==> src/rtl/adder8_pkg.sv <==
// adder8 shared definitions: default width and the stage-1 pipeline record.
// Optional signed-overflow output is enabled with ADDER8_OVF_EN.
package adder8_pkg;

   localparam int ADDER8_DEFAULT_WIDTH = 8;
   localparam int ADDER8_DEFAULT_H     = ADDER8_DEFAULT_WIDTH / 2;

   typedef struct packed {
      logic [ADDER8_DEFAULT_H-1:0] lo_sum;
      logic                        lo_carry;
      logic [ADDER8_DEFAULT_H-1:0] hi_a;
      logic [ADDER8_DEFAULT_H-1:0] hi_b;
      logic                        valid;
   } adder8_s1_t;

endpackage

==> src/rtl/adder8_slice.sv <==
// adder8_slice: combinational W-bit adder with carry-in and carry-out.
// Used once per operand half of adder8.
module adder8_slice #(
   parameter int W = 4
) (
   input  logic [W-1:0] a,
   input  logic [W-1:0] b,
   input  logic         cin,
   output logic [W-1:0] s,
   output logic         cout
);

   logic [W:0] full;

   assign full = {1'b0, a} + {1'b0, b} + {{W{1'b0}}, cin};
   assign s    = full[W-1:0];
   assign cout = full[W];

endmodule

==> src/rtl/adder8.sv <==
// adder8: two-stage pipelined unsigned adder, low half then high half.
// Define ADDER8_OVF_EN to add the registered signed-overflow output ovf.
module adder8
   import adder8_pkg::*;
#(
   parameter int WIDTH = ADDER8_DEFAULT_WIDTH
) (
   input  logic             clk,
   input  logic             rst_n,
   input  logic             in_valid,
   input  logic [WIDTH-1:0] a,
   input  logic [WIDTH-1:0] b,
   output logic             out_valid,
   output logic [WIDTH-1:0] sum,
   output logic             cout
`ifdef ADDER8_OVF_EN
   ,
   output logic             ovf
`endif
);

   localparam int H = WIDTH / 2;

   if (WIDTH < 2 || (WIDTH % 2) != 0) begin : g_bad_width
      $error("adder8: WIDTH must be even and >= 2");
   end

   // Same layout as adder8_s1_t, sized for this instance's WIDTH.
   typedef struct packed {
      logic [H-1:0] lo_sum;
      logic         lo_carry;
      logic [H-1:0] hi_a;
      logic [H-1:0] hi_b;
      logic         valid;
   } s1_t;

   s1_t          s1;
   logic [H-1:0] lo_sum_c;
   logic         lo_co_c;
   logic [H-1:0] hi_sum_c;
   logic         hi_co_c;

   adder8_slice #(.W(H)) u_lo (
      .a    (a[H-1:0]),
      .b    (b[H-1:0]),
      .cin  (1'b0),
      .s    (lo_sum_c),
      .cout (lo_co_c)
   );

   adder8_slice #(.W(H)) u_hi (
      .a    (s1.hi_a),
      .b    (s1.hi_b),
      .cin  (s1.lo_carry),
      .s    (hi_sum_c),
      .cout (hi_co_c)
   );

   always_ff @(posedge clk or negedge rst_n) begin
      if (!rst_n) begin
         s1 <= '0;
      end else begin
         s1.valid <= in_valid;
         if (in_valid) begin
            s1.lo_sum   <= lo_sum_c;
            s1.lo_carry <= lo_co_c;
            s1.hi_a     <= a[WIDTH-1:H];
            s1.hi_b     <= b[WIDTH-1:H];
         end
      end
   end

`ifdef ADDER8_OVF_EN
   logic ovf_c;

   // Operand MSBs live at the top of the registered high halves.
   assign ovf_c = (s1.hi_a[H-1] == s1.hi_b[H-1]) &&
                  (hi_sum_c[H-1] != s1.hi_a[H-1]);
`endif

   always_ff @(posedge clk or negedge rst_n) begin
      if (!rst_n) begin
         out_valid <= 1'b0;
         sum       <= '0;
         cout      <= 1'b0;
`ifdef ADDER8_OVF_EN
         ovf       <= 1'b0;
`endif
      end else begin
         out_valid <= s1.valid;
         if (s1.valid) begin
            sum  <= {hi_sum_c, s1.lo_sum};
            cout <= hi_co_c;
`ifdef ADDER8_OVF_EN
            ovf  <= ovf_c;
`endif
         end
      end
   end

endmodule

==> config.mk <==
export PLATFORM = sky130hd
export DESIGN_NAME = adder8
export DESIGN_NICKNAME = d
export VERILOG_FILES = /design/src/rtl/adder8_pkg.sv /design/src/rtl/adder8_slice.sv /design/src/rtl/adder8.sv
export SDC_FILE = /design/constraint.sdc
export NUM_CORES = 1
export LEC_CHECK = 0
export CORE_MARGIN = 2
export CORE_UTILIZATION = 51
export DETAILED_ROUTE_END_ITERATION = 10
export PLACE_DENSITY_LB_ADDON = 0.12
export SYNTH_ARGS = -nofsm -noshare
export SYNTH_HDL_FRONTEND = slang
export SYNTH_SLANG_ARGS = --single-unit
==> constraint.sdc <==
create_clock -name clk -period 4.7 [get_ports clk]
set_input_delay 0.47 -clock clk [delete_from_list [all_inputs] [get_ports clk]]
set_output_delay 0.47 -clock clk [all_outputs]
set_load 0.02 [all_outputs]
After elaboration in Yosys (flattened, before gate mapping)

Cells that the tools add are included.

$add $sub $neg: 3

Operators by type and width:

| cell          | number |
|---|---|
| $add A4 B4 Y5 | 2 |
| $add A5 B1 Y5 | 1 |

Register bits: 24
Input bits: 19
Output and inout bits: 10
Logic and storage cells: 11

Depth between registers and ports, before layout

Depth in word-level cells: 2
Mapped depth: 6

Cells and area by module

Synthesis repeated with hierarchy kept, for this count alone.

Cell total of the unflattened synthesis: 81
Area, all modules: 1,193.6 µm²

Modules (own cells, without submodules):

| module       | times used | cells an instance | area an instance (µm²) | seq. area each (µm²) |
|---|---|---|---|---|
| adder8       | 1          | 49                | 905.9                  | 600.6 |
| adder8_slice | 2          | 16                | 143.9                  | 0.0 |

Worst setup path before layout

No wires, ideal clock.

Kind: register to register
Start: reg s1[1] in the netlist's numbering
End: reg cout
Arrival time: 1.605 ns
Path slack: 2.967 ns
Stages on the path, launching flop included: 6
Buffers on the path: 0
Clock period less this slack: 1.733 ns
Path through: dfrtp_1 -> fa_1 -> fa_1 -> a21o_2 -> a21oi_1 -> a21oi_1

Longest elaborated chain between the ends: 2

RTL lines:

| item                   | line               | RTL |
|---|---|---|
| start: declaration     | adder8.sv:37       | `s1_t s1;` |
| $add A4 B4 Y5          | adder8_slice.sv:15 | `assign full = {1'b0, a} + {1'b0, b} + {{W{1'b0}}, cin};` |
| $add A5 B1 Y5          | adder8_slice.sv:15 |  |
| end signal: assignment | adder8.sv:93       | `cout <= hi_co_c;` |
| end: declaration       | adder8.sv:15       | `output logic cout` |

Every way passes these cells.
A chain may end at the register's enable or synchronous reset.

Worst setup path after layout

Ends and elaborated chain as after synthesis.

==> metrics <==
total number of placement rows 17; number of diodes 0; Final Hold Viols 0; crit end category register; Hold Startpoint sum[0]; number of distinct standard cells referenced by the synthesized netlist 25; Synth Flop Type sky130_fd_sc_hd__dfrtp_1; # Max-Cap Violations 0; Skew-Pair Late Insertion Delay 0.32 ns; largest stage delay on the critical path 0.47 ns; gp weighted congestion 0.803; Die Footprint about 2700 um2; CTS hold repair buffers 0; Setup Fix Bufs, Post-CTS 0; Sequential Area 601 um2; proportion of synthesized chip area in sequential cells 52.0%; met2 wire length about 1.0 mm; post-detail-place hpwl 1.55 mm; Antenna Nets Post-Route 0; number of synthesized flops with an enable pin 0; final setup violating endpoints 0; critical-path maximum fanout 2; starting utilization of the core area a little over half; Gate Count Post-Synth 88; Crit path max-delay family adder cells; final routed wire length divided by cell count approximately 14 um; highest signal layer in the routed design met4; ratio of final minimum period to clock period between 30% and 40%; Critical Path, Cell by Cell fa_1 -> fa_1 -> a21o_2 -> a21oi_1 -> a21oi_1; area of the mapped netlist about 1200 um2; fraction of layout cells with a size suffix above 1 17.9%; TritonCTS clock tree yes; Critical Path Source s1[1]; relative slew slack between 20 and 30%; via count of the first global-routing pass between 800 and 900; Crit Path Category register to register; number of synthesized register bits 24; Root Buffer sky130_fd_sc_hd__clkbuf_4; Avg Vias per Cell 5.45; global-route total usage across every layer 17.9%; Final Slew Violations 0; Top Ports 29; upper clock frequency limit about 540 MHz; cell with the most instances after synthesis sky130_fd_sc_hd__dfrtp_1; routed wl met3 roughly 96 um; CP arrival 2.05 ns; leading cell types by total area after synthesis sky130_fd_sc_hd__dfrtp_1 52%, sky130_fd_sc_hd__mux2_2 16%, sky130_fd_sc_hd__ha_1 7.6%; net count of the mapped netlist 117; Fin Setup TNS 0 ns; CTS max path bufs 2; port bufs 28; cts repair resizes 0; post-synth top area cell sky130_fd_sc_hd__dfrtp_1; Core Footprint ~2200 um2; Multi-input gate area ~520 um2; antenna violations before repair 0; Leak 0.641 nW; vias slightly below 800; pin count of the biggest net entering global routing 25; cell area after layout between 1000 and 1500 um2; Synth Area per Inst roughly 13 um2; run status finished, final reports clean; width of the die 51.6 um; clock-pin transition on the worst setup and hold timing paths around 0.13 ns; Routed met1 length 876 um; Chip Height approximately 52 um; DRC 0; Power per Cell Area about 370 nW/um2; maximum vdd ir drop roughly 260 uV; maximum clock skew at final layout a little over 0.005 ns; Iter 0 DRT Violations 3; number of iterations in the first detailed-routing pass 4; actual slew at the worst max-slew pin ~1.1 ns; worst hold-check path type register to register; layout overhead on the synthesized area 28.9%; Worst Path Buf+Inv 0; sort of element at the start of the critical path register; Total Routed Length between 2 and 2.5 mm; first-pass GRT wire length approximately 3.4 mm; clock sinks 24; worst endpoint required time about 5 ns; fraction of post-synthesis cell area in the top cell type by area a little over half; FFs w/ async S/R, synth 100%; number of fillers in the final layout 180; H-tree levels 1; worst r2r src s1[1]; CTS Buf Count 3; leading cell types by count after synthesis 24 x sky130_fd_sc_hd__dfrtp_1, 16 x sky130_fd_sc_hd__mux2_2, 7 x sky130_fd_sc_hd__ha_1; layout net count roughly 150; time the final worst path needs with I/O delays and setup between 1.5 and 2 ns; YS warnings 0; dpl cell area about 1500 um2; CP max-delay cell sky130_fd_sc_hd__fa_1; RSZ-0062 raised after global routing no; GRT Residual Overflow 0
## metrics by stage
step | setup slack (ns) | std cells | utilization, % | power [W] | hold slack (ns)
after global placement | 2.60 | 141 | 67.0 | 0.000442 | 0.489
after detailed placement | 2.49 | 141 | 67.0 | 0.000448 | 0.498
after global routing | 2.78 | 145 | 68.6 | 0.000584 | 0.532
after floorplan | 2.97 | 88 | - | 0.000366 | 0.174
after CTS | 2.83 | 145 | 68.6 | 0.000559 | 0.529
final | 2.84 | 145 | 68.6 | 0.000554 | 0.527
## state kept, by name, indices dropped and copies added, names as in the netlist
name       cells
cout           1
out_valid      1
s1            14
sum            8
## layout by cell type (no fill, tap or decap), drive strengths merged
| master | count |
|---|---|
| nor3 | 1 |
| clkbuf | 4 |
| fa | 3 |
| nor2 | 4 |
| a21o | 1 |
| mux2 | 16 |
| o21ai | 1 |
| a31oi | 1 |
| or4 | 1 |
| ha | 7 |
| nand2 | 3 |
| a21oi | 5 |
| xnor2 | 2 |
| nand3b | 1 |
| and4b | 1 |
| mux2i | 1 |
| and3b | 1 |
| o211ai | 1 |
| nand4b | 1 |
| inv | 5 |
| nor2b | 3 |
| o32ai | 1 |
| a311oi | 1 |
| dfrtp | 24 |
| clkdlybuf4s50 | 28 |
## logic make-up (layout without fill, tap and decap cells)
group                      Yosys count  after routing  synth area share (%)
AOI/OAI and AO/OA                   11             11                  6.07
muxes                               17             17                  16.5
buffers and inverters                8             37                  3.14
adders and majority gates           10             10                  12.8
and+or+nand+nor                     16             16                  8.02
xor gates and xnor gates             2              2                  1.52
DFF                                 24             24                  52.0
## path summary, 6_finish.rpt
| path | to | slack, ns | depth (start not counted) |
|---|---|---|---|
| worst max-delay path | cout | 2.84 | 5 |
| worst min-delay path | sum[0] | 0.53 | 1 |
| worst max register to register | cout | 2.84 | 5 |
| worst min register to register | sum[0] | 0.53 | 1 |
| max in group asynchronous | s1[3] | 3.36 | 1 |
| min in group asynchronous | sum[4] | 0.70 | 1 |
## routing by layer
metal,track usage [%],vias up
met3,3.45,6
met2,30.8,25
met5,0,-
li1,-,371
met4,10.5,0
met1,20.5,388
## area by class of cell
type / instances / share of cell area (%)
Inverter: 5 / 1.26
Sequential cell: 24 / 40.3
Timing Repair Buffer: 28 / 18.8
Tap cell: 28 / 2.35
Multi-Input combinational cell: 56 / 34.8
Clock buffer: 4 / 2.44
## where the power goes
group | internal [W] | switching, W
logic | 0.0000985 | 0.0000773
clock network | 0.0000475 | 0.0000646
registers | 0.000244 | 0.0000222
(Power assumes the default switching activity.)
